===== config.mk =====
export PLATFORM = sky130hd
export DESIGN_NAME = fetch_unit
export DESIGN_NICKNAME = d
export VERILOG_FILES = /design/src/rtl/fetch_unit.sv
export SDC_FILE = /design/constraint.sdc
export NUM_CORES = 1
export LEC_CHECK = 0
export CAP_MARGIN = 20
export CORE_MARGIN = 4
export CORE_UTILIZATION = 45
export CTS_CLUSTER_SIZE = 12
export DETAILED_ROUTE_END_ITERATION = 10
export PLACE_DENSITY = 0.71
export RECOVER_POWER = 100
export SYNTH_ARGS = -nofsm -noshare
export SYNTH_HDL_FRONTEND = slang
export SYNTH_SLANG_ARGS = --single-unit
export TNS_END_PERCENT = 50

===== constraint.sdc =====
create_clock -name clk -period 3.1 [get_ports clk]
set_input_delay 0.31 -clock clk [delete_from_list [all_inputs] [get_ports clk]]
set_output_delay 0.31 -clock clk [all_outputs]
set_load 0.03 [all_outputs]

===== src/rtl/fetch_unit.sv =====
// Instruction fetch stage: PC, sequential word fetches, and an in-order queue feeding typeDecode.
// Optional FETCH_ILLEGAL_CHECK_EN flags non-32-bit encodings on dec_illegal.
module fetch_unit #(
  parameter logic [31:0] RESET_PC = 32'h0000_0000,
  parameter int          DEPTH    = 2
) (
  input  logic        clk,
  input  logic        rst,
  output logic        imem_req,
  output logic [31:0] imem_addr,
  input  logic        imem_rvalid,
  input  logic [31:0] imem_rdata,
  input  logic        redirect,
  input  logic [31:0] redirect_pc,
  output logic        dec_valid,
  input  logic        dec_ready,
  output logic [31:0] dec_instr,
  output logic [6:0]  dec_opcode,
  output logic [31:0] dec_pc,
  output logic        dec_illegal
);

  localparam int          AW      = (DEPTH > 1) ? $clog2(DEPTH) : 1;
  localparam int          CW      = $clog2(DEPTH + 1);
  localparam logic [CW:0] DEPTH_C = (CW + 1)'(DEPTH);
  localparam logic [31:0] NOP     = 32'h0000_0013;

  logic [31:0]   pc_r;
  logic [31:0]   instr_q_r [DEPTH];
  logic [31:0]   pc_q_r    [DEPTH];
  logic [AW-1:0] head_r;
  logic [AW-1:0] tail_r;
  logic [CW-1:0] count_r;
  logic [CW-1:0] outstanding_r;
  logic [CW-1:0] discard_r;

  logic          issue_s;
  logic          resp_s;
  logic          drop_s;
  logic          push_s;
  logic          pop_s;
  logic [CW:0]   credit_s;
  logic [CW-1:0] live_s;
  logic [31:0]   resp_pc_s;

  // Credit-based issue plus response/dequeue qualification
  always_comb begin
    credit_s = {1'b0, count_r} + {1'b0, outstanding_r};
    if (rst && !redirect && (credit_s < DEPTH_C)) begin
      issue_s = 1'b1;
    end else begin
      issue_s = 1'b0;
    end
    resp_s = imem_rvalid && (outstanding_r != {CW{1'b0}});
    drop_s = resp_s && (redirect || (discard_r != {CW{1'b0}}));
    push_s = resp_s && !drop_s;
    pop_s  = (count_r != {CW{1'b0}}) && dec_ready;
    // Fetches since the last redirect are sequential, so the oldest live one sits live_s words behind pc_r
    live_s    = outstanding_r - discard_r;
    resp_pc_s = pc_r - 32'({live_s, 2'b00});
  end

  // PC, in-flight accounting and queue storage
  always_ff @(posedge clk or negedge rst) begin
    if (!rst) begin
      pc_r          <= RESET_PC;
      head_r        <= {AW{1'b0}};
      tail_r        <= {AW{1'b0}};
      count_r       <= {CW{1'b0}};
      outstanding_r <= {CW{1'b0}};
      discard_r     <= {CW{1'b0}};
      for (int i = 0; i < DEPTH; i++) begin
        instr_q_r[i] <= NOP;
        pc_q_r[i]    <= 32'h0000_0000;
      end
    end else begin
      outstanding_r <= outstanding_r + CW'(issue_s) - CW'(resp_s);
      if (redirect) begin
        pc_r      <= redirect_pc;
        head_r    <= {AW{1'b0}};
        tail_r    <= {AW{1'b0}};
        count_r   <= {CW{1'b0}};
        discard_r <= outstanding_r - CW'(resp_s);
      end else begin
        if (issue_s) begin
          pc_r <= pc_r + 32'd4;
        end
        if (resp_s && (discard_r != {CW{1'b0}})) begin
          discard_r <= discard_r - CW'(1'b1);
        end
        if (push_s) begin
          instr_q_r[tail_r] <= imem_rdata;
          pc_q_r[tail_r]    <= resp_pc_s;
          tail_r            <= tail_r + AW'(1'b1);
        end
        if (pop_s) begin
          head_r <= head_r + AW'(1'b1);
        end
        count_r <= count_r + CW'(push_s) - CW'(pop_s);
      end
    end
  end

  // Head presentation; an empty queue shows a NOP at address 0
  always_comb begin
    dec_valid = (count_r != {CW{1'b0}});
    if (dec_valid) begin
      dec_instr = instr_q_r[head_r];
      dec_pc    = pc_q_r[head_r];
    end else begin
      dec_instr = NOP;
      dec_pc    = 32'h0000_0000;
    end
    dec_opcode = dec_instr[6:0];
  end

  assign imem_req  = issue_s;
  assign imem_addr = pc_r;

`ifdef FETCH_ILLEGAL_CHECK_EN
  assign dec_illegal = dec_valid & (dec_instr[1:0] != 2'b11);
`else
  assign dec_illegal = 1'b0;
`endif

endmodule


# Word level (Yosys, flattened, before mapping)
# Cells that the tools add are included.
# W data, S select, Z words.
dict set report totals {
  reg_bits 168
}
dict set report classes {
  muxes 22
  n_reduce_logical 19
  add_sub_neg 12
  order_cmp 4
  n_bitwise 3
}
# op count
set ops {}
lappend ops {{$mux W32} 11}
lappend ops {{$bwmux W64} 2}
lappend ops {{$add A32 B3 Y32 const B} 1}
lappend ops {{$demux W32 S1} 1}
lappend ops {{$sub A32 B4 Y32} 1}
lappend ops {{$reduce_bool A2 Y1} 7}
lappend ops {{$logic_and A1 B1 Y1} 8}
lappend ops {{$mux W2} 3}
lappend ops {{$sub A2 B1 Y2} 3}
lappend ops {{$mux W1} 5}
lappend ops {{$add A2 B1 Y2} 2}
lappend ops {{$ge A2 B2 Y1 const B} 2}
lappend ops {{$not A1 Y2} 2}
lappend ops {{$add A2 B2 Y3} 1}
lappend ops {{$lt A3 B2 Y1 const B} 1}
lappend ops {{$add A1 B1 Y1 const B} 2}
lappend ops {{$logic_not A1 Y1} 2}
lappend ops {{$lt A2 B1 Y1 const B} 1}
lappend ops {{$reduce_and A2 Y1} 1}
lappend ops {{$sub A2 B1 Y2 const B} 1}
lappend ops {{$sub A2 B2 Y2} 1}
lappend ops {{$logic_or A1 B1 Y1} 1}
lappend ops {{$not A1 Y1} 1}

# Longest topological paths before layout
# Gate-level depths: netlist (run 1).
dict set report logic_depth {
  ltp_word 8
  mapped_depth 12
  ltp_nobuf 11
}

# Worst setup path before layout (run 1)
# Ideal clock, no wire load.
dict set report synth_path {
  path_kind {register to register}
  startpoint {register count_r[0]}
  endpoint {register pc_r[29], in the netlist imem_addr[29]}
  setup_slack_ps 481
  synth_period_minus_slack_ps 2619
  arrival_ps 2537
  path_stages_with_launch 9
  setup_ps 83
  cell_sequence {dfrtp_1 > and2_1 > fa_1 > or3b_1 > nor4_1 > clkbuf_1 > nand4_1 > xor2_1 > o21ai_0}
}
dict set report synth_via {
  elab_chain_len 5
}
# item line
set synth_rtl {}
lappend synth_rtl {{from (decl)} 33} ;# logic [CW-1:0] count_r;
lappend synth_rtl {{from (signal assigned)} 69} ;# count_r <= {CW{1'b0}};
lappend synth_rtl {{from (signal assigned)} 82} ;# count_r <= {CW{1'b0}};
lappend synth_rtl {{from (signal assigned)} 99} ;# count_r <= count_r + CW'(push_s) - CW'(pop_s);
lappend synth_rtl {{$add A2 B2 Y3} 48} ;# credit_s = {1'b0, count_r} + {1'b0, outstanding_r};
lappend synth_rtl {{$lt A3 B2 Y1} 49} ;# if (rst && !redirect && (credit_s < DEPTH_C)) begin
lappend synth_rtl {{$logic_and A1 B1 Y1} 49}
lappend synth_rtl {{$mux W1} 49}
lappend synth_rtl {{$reduce_bool A2 Y1 (no source line)} --}
lappend synth_rtl {{to (signal assigned)} 79} ;# pc_r <= redirect_pc;
lappend synth_rtl {{to (signal assigned)} 86} ;# pc_r <= pc_r + 32'd4;
lappend synth_rtl {{to (decl)} 28} ;# logic [31:0] pc_r;
# No other way between the ends.
# A chain may end at the register's enable or synchronous reset.

# Worst setup path in the final report (run 1)
dict set report layout_path {
  startpoint {register head_r}
  endpoint {output port dec_pc[26]}
}
dict set report layout_via {
  elab_chain_len 5
}
# item line
set layout_rtl {}
lappend layout_rtl {{from (decl)} 31} ;# logic [AW-1:0] head_r;
lappend layout_rtl {{from (signal assigned)} 67} ;# head_r <= {AW{1'b0}};
lappend layout_rtl {{from (signal assigned)} 80} ;# head_r <= {AW{1'b0}};
lappend layout_rtl {{from (signal assigned)} 97} ;# head_r <= head_r + AW'(1'b1);
lappend layout_rtl {{$not A1 Y2 (not written as such)} 109} ;# dec_pc = pc_q_r[head_r];
lappend layout_rtl {{$mux W32 (not written as such) (3 in a row)} 109}
lappend layout_rtl {{$mux W32} 107} ;# if (dec_valid) begin
lappend layout_rtl {{to (decl)} 19} ;# output logic [31:0] dec_pc,
# No other way between the ends. The select of a mux whose other input is x is not followed.

==> key figures, run 1 <==
Timing
  – Max Slew Vio Count: 158
  – Fin crit period: 2.92 ns
  – Fin. Hold Viols: 0
  – Post-route setup TNS: 0 ns
  – Worst-Margin Slew: 2.34 ns
  – Highest Clock Rate: 342 MHz
  – Hold slack: 0.327 ns
  – RSZ-0062 raised after global routing: no
  – Setup ws final: 0.178 ns
  – Final worst path period share: 0.943
  – Setup-violating endpoint count in the final report: 0
  – Worst Skew: 0.00743 ns
  – Max-Slew Margin vs Limit: -0.557

Worst setup path
  – Crit path max fanout: 21
  – Arrival time at the worst endpoint: 2.61 ns
  – Crit path cell chain: buf_4, mux2i_1, nor2_1, dlygate4sd3_1
  – CP delay by family, top: buffers and inverters
  – R2R setup slack: 0.27 ns
  – CP max stage delay: 0.78 ns
  – CP Capture Type: primary output
  – Worst Path Buf+Inv: 2
  – Setup CP Type: register to primary output
  – Worst Path Required: 2.79 ns
  – Crit path launch type: register
  – Crit path max-delay cell type: dfrtp_2

Power
  – Sw Share: 0.380
  – Power per cell area: 861 nW/um^2
  – Clock power frac: 0.225
  – Static leakage: 4.79 nW
  – Total power: 9.47 mW
  – Sequential Power Share: 0.374
  – VDD IR max: 0.510 mV
  – Internal power: 5.87 mW
  – Sw Pwr: 3.60 mW
  – Combinational Power Share: 0.401

Layout
  – Area growth syn-to-layout: 26.8%
  – Fillers: 1657
  – Fraction of layout cells with a size suffix above 1: 0.0879
  – Cell area after layout: 11000 um^2
  – Post-route insts no fill: 1307
  – Reg area: 4210 um^2
  – Multi-input gate area: 3930 um^2
  – Diodes inserted: 0
  – NumNets Final: 1114
  – Fin util: 0.584

Synth
  – Top cells by area, synth: dfrtp_1 47%, nand2_1 8.8%, mux2i_1 7.4%
  – Post-Syn Area: 8680 um^2
  – Gate Count Post-Synth: 898
  – Yosys warnings: 0
  – Share of the synthesized area in the top cell type: 0.467
  – Register area share after synthesis: 0.485
  – Syn avg cell area: 9.66 um^2
  – Synth async-reset ratio: 1.00
  – EDFF count, synth: 0
  – Syn Nets: 978
  – Yosys top cell by area: dfrtp_1
  – Unique masters post-synth: 51
  – Main flop type after synthesis: dfrtp_1
  – Post-synthesis register bit count: 168

Floorplanning
  – Die Y: 147 um
  – Die X: 147 um
  – Die Area: 21600 um^2
  – Initial core utilization: 0.461
  – I/O pin cnt: 175
  – Core Region: 18800 um^2
  – Site Rows: 50

Global route
  – First-pass GRT wire length: 33500 um
  – Total global routing overflow: 0
  – Largest net degree at the start of global routing: 165
  – Vias in the first global route: 6540
  – Initial antenna violation count: 0
  – Gr usage total: 0.191

Outcome
  – Outcome: finished with violations
  – Failing checks: max-capacitance violations, max-slew violations

Clock network
  – Clock sinks: 168
  – Later-pin clock latency in the skew report: 0.42 ns
  – Cts bufs inserted: 17
  – CTS tree: done
  – CTS Root Cell: clkbuf_16
  – Clk buf depth: 2
  – CTS H-Tree Depth: 4
  – CTS clk-pin slew, worst paths: 0.06 ns

Hold path
  – Hold WC Path Type: input port to register

Routing
  – Total Wirelength: 20200 um
  – Detail Route Antenna Nets: 0
  – Vias/cell: 5.06
  – DR pass1 iterations: 5
  – Residual DRC: 0
  – Post-DR wirelength/cell: 15.5 um
  – Vias: 6611
  – Initial DRC Count: 273

Placed design
  – Placed cells: 1274
  – DP Area: 10500 um^2
  – Placer Congestion: 0.767
  – Dpl hpwl: 14100 um
  – PortBufs: 173
  – Post-placement worst setup slack: 0.395 ns

Flow run
  – Max cap viols: 2
==> logic make-up (layout without fill, tap and decap cells) <==
| family | Yosys count | after routing | share of synthesized area |
|---|---|---|---|
| xor gates and xnor gates | 64 | 64 | 0.0646 |
| buffers and inverters | 85 | 234 | 0.0568 |
| AOI/OAI and AO/OA | 95 | 95 | 0.0562 |
| other | 1 | 1 | 0.000432 |
| DFF | 168 | 168 | 0.485 |
| muxes | 102 | 102 | 0.123 |
| adders and majority gates | 11 | 11 | 0.0176 |
| and+or+nand+nor | 372 | 372 | 0.196 |
==> final cells by class <==
type | instances | area share
clock buffer | 20 | 0.0424
sequential | 168 | 0.383
clock inverter | 12 | 0.0126
inverter | 12 | 0.00409
multi-input combinational | 645 | 0.357
tap | 260 | 0.0296
timing repair buffer | 190 | 0.171
==> tightest hold or removal path: stages <==
cell and delay, ns:
clkbuf_1 0.11, inv_1 0.19, a31oi_1 0.10
==> timing repair <==
item / in CTS / in global routing
gates resized for setup: 1 / 0
hold buffers: 1 / 0
buffers inserted: 0 / 0
setup endpoints to repair: 1 / 0
hold endpoints to repair: 4 / 0
==> Yosys cell counts (all sizes together), types with 2 or more instances <==
| cell | instances |
|---|---|
| nor2b | 3 |
| o21ai | 90 |
| clkbuf | 45 |
| and3 | 6 |
| nand2 | 203 |
| xor2 | 29 |
| dfstp | 6 |
| mux2i | 64 |
| nor3 | 13 |
| nor2 | 78 |
| or3 | 5 |
| buf | 28 |
| mux2 | 38 |
| nand3 | 16 |
| dfrtp | 162 |
| xnor2 | 35 |
| nor3b | 3 |
| nand4 | 13 |
| fa | 2 |
| and2 | 4 |
| or2 | 4 |
| ha | 9 |
| nor4 | 9 |
| or4 | 6 |
| nand2b | 4 |
| inv | 12 |
==> per-layer routing <==
metal	track usage	share of wire	vias up
li1	-	-	3246
met1	0.269	0.47	3154
met2	0.298	0.46	192
met3	0.0426	0.053	19
met4	0.0579	0.012	0
met5	0	0	-
==> layout by cell type (no fill, tap or decap), drive strengths merged, types with 5 or more instances in the layout <==
cell             n
and3             6
buf             12
clkbuf          26
clkdlybuf4s50   77
dfrtp          162
dfstp            6
dlygate4sd3     94
ha               9
inv             15
mux2            38
mux2i           64
nand2          203
nand3           16
nand4           13
nor2            78
nor3            13
nor4             9
o21ai           90
or3              5
or4              6
xnor2           35
xor2            29
==> state kept, by name, summed over array words and instances (netlist names) <==
register       count
head_r             1
outstanding_r      2
tail_r             1
pc_q_r            64
instr_q_r         64
imem_addr         32
discard_r          2
count_r            2
==> worst paths after layout <==
path,startpoint,to,cells past startpoint
min in group asynchronous,rst,outstanding_r[0],2
setup / recovery,head_r,dec_pc[26],4
hold / removal,redirect,imem_addr[31],3
hold reg to reg,instr_q_r[4],instr_q_r[4],2
setup reg to reg,count_r[0],imem_addr[26],8
max in group asynchronous,rst,head_r,3
==> power groups by stage <==
stage | logic (mW) | registers, mW | clock network, mW
final | 3.80 | 3.54 | 2.13
after detailed placement | 4.00 | 3.58 | 0
after CTS | 4.01 | 3.55 | 2.18
after global routing | 4.20 | 3.66 | 2.28
after floorplan | 2.70 | 3.47 | 0
after global placement | 3.92 | 3.54 | 0
No activity file was read; power rests on OpenSTA's default activity.
==> run 2, diff against run 1 <==
--- a/config.mk
+++ b/config.mk
@@ -10,6 +10,7 @@
 export CORE_UTILIZATION = 45
 export CTS_CLUSTER_SIZE = 12
 export DETAILED_ROUTE_END_ITERATION = 10
+export MAX_ROUTING_LAYER = met4
 export PLACE_DENSITY = 0.71
 export RECOVER_POWER = 100
 export SYNTH_ARGS = -nofsm -noshare
==> run 2 against run 1 <==
The run still ends with max-capacitance violations, max-slew violations left. Critical path type unchanged. Die area stayed put. Final area stayed put. First-iteration DRC count is 4.8% higher. Hold slack worse by 0.0055 ns. Sequential share of layout area stayed put. Core utilization stayed put. Sequential power hardly changed. Cell count stayed put. Count of clock-buffer cells in the layout stayed put.
==> key figures, run 2 (same netlist as run 1, synthesis figures left out) <==
Placed design
  – DP Area: 10500 um^2 (unchanged)
  – Placer Congestion: 0.777 (was 0.767)
  – Placed cells: 1274 (unchanged)
  – PortBufs: 173 (unchanged)
  – Post-placement worst setup slack: 0.395 ns (unchanged)
  – Dpl hpwl: 14100 um (unchanged)

Routing
  – DR pass1 iterations: 7 (was 5)
  – Detail Route Antenna Nets: 0 (unchanged)
  – Vias: 6633 (was 6611)
  – Residual DRC: 0 (unchanged)
  – Vias/cell: 5.07 (was 5.06)
  – Post-DR wirelength/cell: 15.5 um (about the same)
  – Total Wirelength: 20200 um (about the same)
  – Initial DRC Count: 286 (was 273)

Worst setup path
  – Arrival time at the worst endpoint: 2.61 ns (about the same)
  – Crit path launch type: register (unchanged)
  – R2R setup slack: 0.26 ns (was 0.27 ns)
  – Reg-to-Reg Start: count_r[0] (unchanged)
  – Crit path max fanout: 21 (unchanged)
  – Crit path from: head_r (unchanged)
  – CP Capture Type: primary output (unchanged)
  – Worst r2r dst: imem_addr[26] (unchanged)
  – Cells on worst reg2reg path: 8 (unchanged)
  – Setup CP Type: register to primary output (unchanged)
  – Worst Path Required: 2.79 ns (about the same)

Timing
  – Worst-Margin Slew: 2.35 ns (was 2.34 ns)
  – Max Slew Vio Count: 158 (unchanged)
  – Worst Skew: 0.00702 ns (was 0.00743 ns)
  – Final worst path period share: 0.942 (was 0.943)
  – Setup ws final: 0.179 ns (was 0.178 ns)
  – Post-route setup TNS: 0 ns (unchanged)
  – Max-Slew Margin vs Limit: -0.564 (was -0.557)
  – Hold slack: 0.322 ns (was 0.327 ns)
  – Setup-violating endpoint count in the final report: 0 (unchanged)
  – Fin. Hold Viols: 0 (unchanged)
  – RSZ-0062 raised after global routing: no (unchanged)
  – Highest Clock Rate: 342 MHz (about the same)
  – Fin crit period: 2.92 ns (about the same)

Layout
  – Most frequent cells in the layout: 202 x nand2_1, 161 x dfrtp_1, 94 x dlygate4sd3_1 (unchanged)
  – Fraction of layout cells with a size suffix above 1: 0.0879 (unchanged)
  – Commonest non-fill, non-tap cell in the layout: nand2_1 (unchanged)
  – NumNets Final: 1114 (unchanged)
  – Cell area after layout: 11000 um^2 (unchanged)
  – Post-route insts no fill: 1307 (unchanged)
  – Diodes inserted: 0 (unchanged)
  – Fin util: 0.584 (unchanged)
  – Area growth syn-to-layout: 26.8% (unchanged)

Global route
  – Initial antenna violation count: 0 (unchanged)
  – First-pass GRT wire length: 33500 um (about the same)
  – GRT met2 Usage: 0.298 (about the same)
  – Largest net degree at the start of global routing: 165 (unchanged)
  – Met3 usage: 0.0401 (was 0.0426)
  – Vias in the first global route: 6520 (was 6540)
  – Total global routing overflow: 0 (unchanged)
  – Top Usage Layer GRT: met2 (unchanged)
  – Gr usage total: 0.198 (was 0.191)
  – Met1 Track Usage GR: 0.273 (was 0.269)

Power
  – Power per cell area: 861 nW/um^2 (about the same)
  – Static leakage: 4.79 nW (unchanged)
  – VDD IR max: 0.511 mV (was 0.510 mV)
  – Total power: 9.47 mW (about the same)

Hold path
  – Hold_sp: redirect (unchanged)
  – Min-Delay Endpoint: imem_addr[31] (unchanged)
  – Hold Path Depth: 3 (unchanged)
  – Hold WC Path Type: input port to register (unchanged)

Clock network
  – Clock sinks: 168 (unchanged)
  – Cts bufs inserted: 17 (unchanged)
  – CTS tree: done (unchanged)
  – Post-CTS Setup Bufs: 0 (unchanged)
  – Later-pin clock latency in the skew report: 0.42 ns (about the same)
  – CTS Root Cell: clkbuf_16 (unchanged)
  – Clk buf depth: 2 (unchanged)
  – CTS H-Tree Depth: 4 (unchanged)
  – CTS clk-pin slew, worst paths: 0.06 ns (about the same)

Floorplanning
  – Die Y: 147 um (unchanged)
  – Site Rows: 50 (unchanged)
  – Die X: 147 um (unchanged)
  – Initial core utilization: 0.461 (unchanged)
  – Die Area: 21600 um^2 (unchanged)
  – Core Region: 18800 um^2 (unchanged)
  – I/O pin cnt: 175 (unchanged)

Outcome
  – Outcome: finished with violations (unchanged)
  – Failing checks: max-capacitance violations, max-slew violations (unchanged)

Flow run
  – Max cap viols: 2 (unchanged)
[run 2: what timing repair did]
action	4_1_cts	5_1_grt
gates resized for setup	1	0
setup endpoints to repair	1	0
hold buffers	1	0
endpoints found under the hold margin	4	0
[run 2: final cells by class]
type | instances | area, um^2
inverters | 12 | 45.0
repair buffers | 190 | 1880
well taps | 260 | 325
fillers | 1657 | 7830
flip-flops and latches | 168 | 4210
clock buffers | 20 | 467
multi-input cells | 645 | 3930
clock inverters | 12 | 139
[run 2: worst max path at each step]
stage,endpoint,slack (ns),cells after the start
floorplan,imem_addr[29],0.48,8
global placement,imem_req,0.45,5
detailed placement,pc_q_r[12],0.40,10
CTS,imem_req,0.25,5
global route,dec_opcode[0],0.08,5
finish,dec_pc[26],0.18,4
[run 2: report_power, final]
| part | switching (mW) | internal [mW] |
|---|---|---|
| sequential | 0.523 | 3.01 |
| clock | 0.872 | 1.26 |
| combinational | 2.20 | 1.60 |
[run 2: worst max-delay path, cell delays in order (launching register included)]
cell and delay (ns):
dfrtp_2 0.78, buf_4 0.37, mux2i_1 0.27, nor2_1 0.06, dlygate4sd3_1 0.70
[run 2: metal layers]
layer	up-vias	share of wire	wire length, um
li1	3244	-	-
met1	3182	0.48	9710
met2	185	0.46	9240
met3	22	0.048	963
met4	0	0.015	295
met5	-	0	0
==> run 3, diff against run 2 <==
--- a/config.mk
+++ b/config.mk
@@ -13,6 +13,7 @@
 export MAX_ROUTING_LAYER = met4
 export PLACE_DENSITY = 0.71
 export RECOVER_POWER = 100
+export SLEW_MARGIN = 20
 export SYNTH_ARGS = -nofsm -noshare
 export SYNTH_HDL_FRONTEND = slang
 export SYNTH_SLANG_ARGS = --single-unit
==> results of run 3 <==
Final layout, timing and power as in run 2 (identical DEF).
==> variant: new RTL, settings of run 2 <==
Set the parameter `DEPTH` to 1 (it was 2).
--- a/src/rtl/fetch_unit.sv
+++ b/src/rtl/fetch_unit.sv
@@ -4,3 +4,3 @@
   parameter logic [31:0] RESET_PC = 32'h0000_0000,
-  parameter int          DEPTH    = 2
+  parameter int          DEPTH    = 1
 ) (
Formal check against the unedited RTL: not equivalent (Yosys sat finds a counterexample within 4 cycles, from zero or initial values and one cycle with rst low).
==> variant against run 2 <==
  * The run still ends with max-capacitance violations, max-slew violations left
  * Routed wire length is 29% lower
  * Final area down 33%
  * Largest cell class is now multi-input gates
  * Fmax grew 5.0%
  * Register-to-register slack better by 0.34 ns
  * Synthesized area shrank 38%
  * Sequential cell count decreased by 68
  * Combinational power shrank 72%
  * Power fell by 56%
  * Final cell count down 36%
  * Utilization is 5.3 points higher
  * Setup slack improved by 0.14 ns
==> variant: results (changes against run 2) <==
* Syn nets at 626 (-36%)
* Syn Inst Count at 554 (-38%)
* Share of cells above drive strength 1 at 0.1044 (+0.01656)
* Failing checks: max-capacitance violations, max-slew violations
* Slew Viols, Final at 200 (+27%)
* Post-Route WL at 14.36 mm (-29%)
* Tot GR Track Use at 0.2196 (+0.02194)
* CP endpoint: imem_req
* Root Driver: clkbuf_16
* Syn-to-layout area delta at 36.98%
* Pre-CTS setup slack at 0.7551 ns (+0.3601 ns)
* Synth cell count leaders: dfrtp_1 (97), nand2_1 (69), and2_1 (61)
* Largest net degree at the start of global routing at 95 (-42%)
* Clock Pin Slew Worst Setup and Hold Paths at 0.06 ns (about the same)
* Final WS setup at 0.3192 ns (+0.1399 ns)
* HP Class: primary input to asynchronous set/reset pin
* Global placer's final weighted congestion at 0.8328 (+7.2%)
* Async SR Flop Fraction at 1.000 (unchanged)
* Top layer in use: met4
* Top cells by area, synth: dfrtp_1 (45%), mux2_2 (8.6%), and2_1 (7.1%)
* Path depth of the worst reg2reg path at 3 (-5)
* Worst reg2reg setup slack at 0.60 ns (+0.34 ns)
* Relative slew slack at -0.1130 (+0.4514)
* Clk_lat worst skew at 0.34 ns (-0.08 ns)
* Reg-to-reg startpoint: outstanding_r
* Crit path launch: outstanding_r
* # fillers at 992 (-40%)
* Pleak at 3.158 nW (-34%)
* Top FF cell, synth: dfrtp_1
* First-pass GRT wire length at 24.17 mm (-28%)
* Synth unique cells at 44 (-14%)
* CTS Buf Count at 9 (-8)
* CP max FO at 10 (-52%)
* FF-to-FF End: instr_q_r[5]
* Clk buf depth at 2 (unchanged)
* Number of DRC markers in iteration 0 at 334 (+17%)
* Vias per cell at 5.270 (+3.8%)
* Initial antenna violation count at 0 (unchanged)
* Dpl hpwl at 10.43 mm (-26%)
* Met1 WL at 6.469 mm (-33%)
* Placed cells at 827 (-35%)
* DRT Pass-1 Iters at 4 (-3)
* ANT cells at 0 (unchanged)
* Max capacitance violation total at 3 (+1)
* Clock skew at 0.003509 ns (-0.003507 ns)
* Sequential share of the synthesized area at 0.4658 (-0.01962)
* Total gr overflow at 0 (unchanged)
* WL met3 at 832 µm (-14%)
* H-tree depth at 3 (-1)
* Vias in the first global route at 4566 (-30%)
* Placed Area at 7103 µm² (-32%)
* Ys Warns at 0 (unchanged)
* Port bufs at 173 (unchanged)
* Status: complete, but fails checks
* Final #Nets at 767 (-31%)
* Worst vdd ir at 0.2860 mV (-44%)
* Met2 wire length at 6.854 mm (-26%)
* Setup repair bufs after CTS at 0 (unchanged)
* CTS resizes at 0 (-1)
* Wirelength per Cell at 17.05 µm (+10%)
-- variant: logic make-up (layout without fill, tap and decap cells) --
family,after synthesis,after routing,share of synthesized area
flops,100,100,0.4658
buf+inv,57,202,0.04976
other cells,1,1,0.0006970
xor+xnor,56,56,0.09116
simple gates,233,233,0.2353
mux,42,42,0.08767
compound gates,62,62,0.06256
fa+ha+maj,3,3,0.006977
-- variant: worst min path at each step --
stage / from / slack, ns / end / cells after the start
floorplan: rst / 0.01 / dec_valid / 0
global placement: rst / 0.44 / instr_q_r[6] / 2
detailed placement: rst / 0.45 / instr_q_r[10] / 2
CTS: rst / 0.09 / instr_q_r[10] / 2
global route: rst / 0.29 / instr_q_r[10] / 2
finish: rst / 0.19 / instr_q_r[10] / 2
-- variant: critical path, cell delays in order (launching register included) --
cell           delay, ns
dfrtp_1             0.45
or3b_2              0.62
nor2_1              0.27
dlygate4sd3_1       0.79
-- variant: metal layers --
| layer | up-vias | global-route usage |
|---|---|---|
| met5 | - | - |
| met4 | 0 | 0.06525 |
| met3 | 16 | 0.04331 |
| met2 | 173 | 0.3414 |
| met1 | 2111 | 0.2942 |
| li1 | 2137 | - |
-- variant: final cells by class --
| type | count | area share |
|---|---|---|
| flip-flops and latches | 100 | 0.3401 |
| well taps | 143 | 0.02428 |
| clock inverters | 2 | 0.004754 |
| multi-input cells | 397 | 0.3528 |
| inverters | 6 | 0.003056 |
| repair buffers | 181 | 0.2397 |
| clock buffers | 13 | 0.03531 |
-- variant: report_power, final --
part	switching (mW)	internal, mW	leakage, nW
Combinational	0.543	0.526	1.79
Clock	0.469	0.665	0.146
Sequential	0.257	1.73	1.23
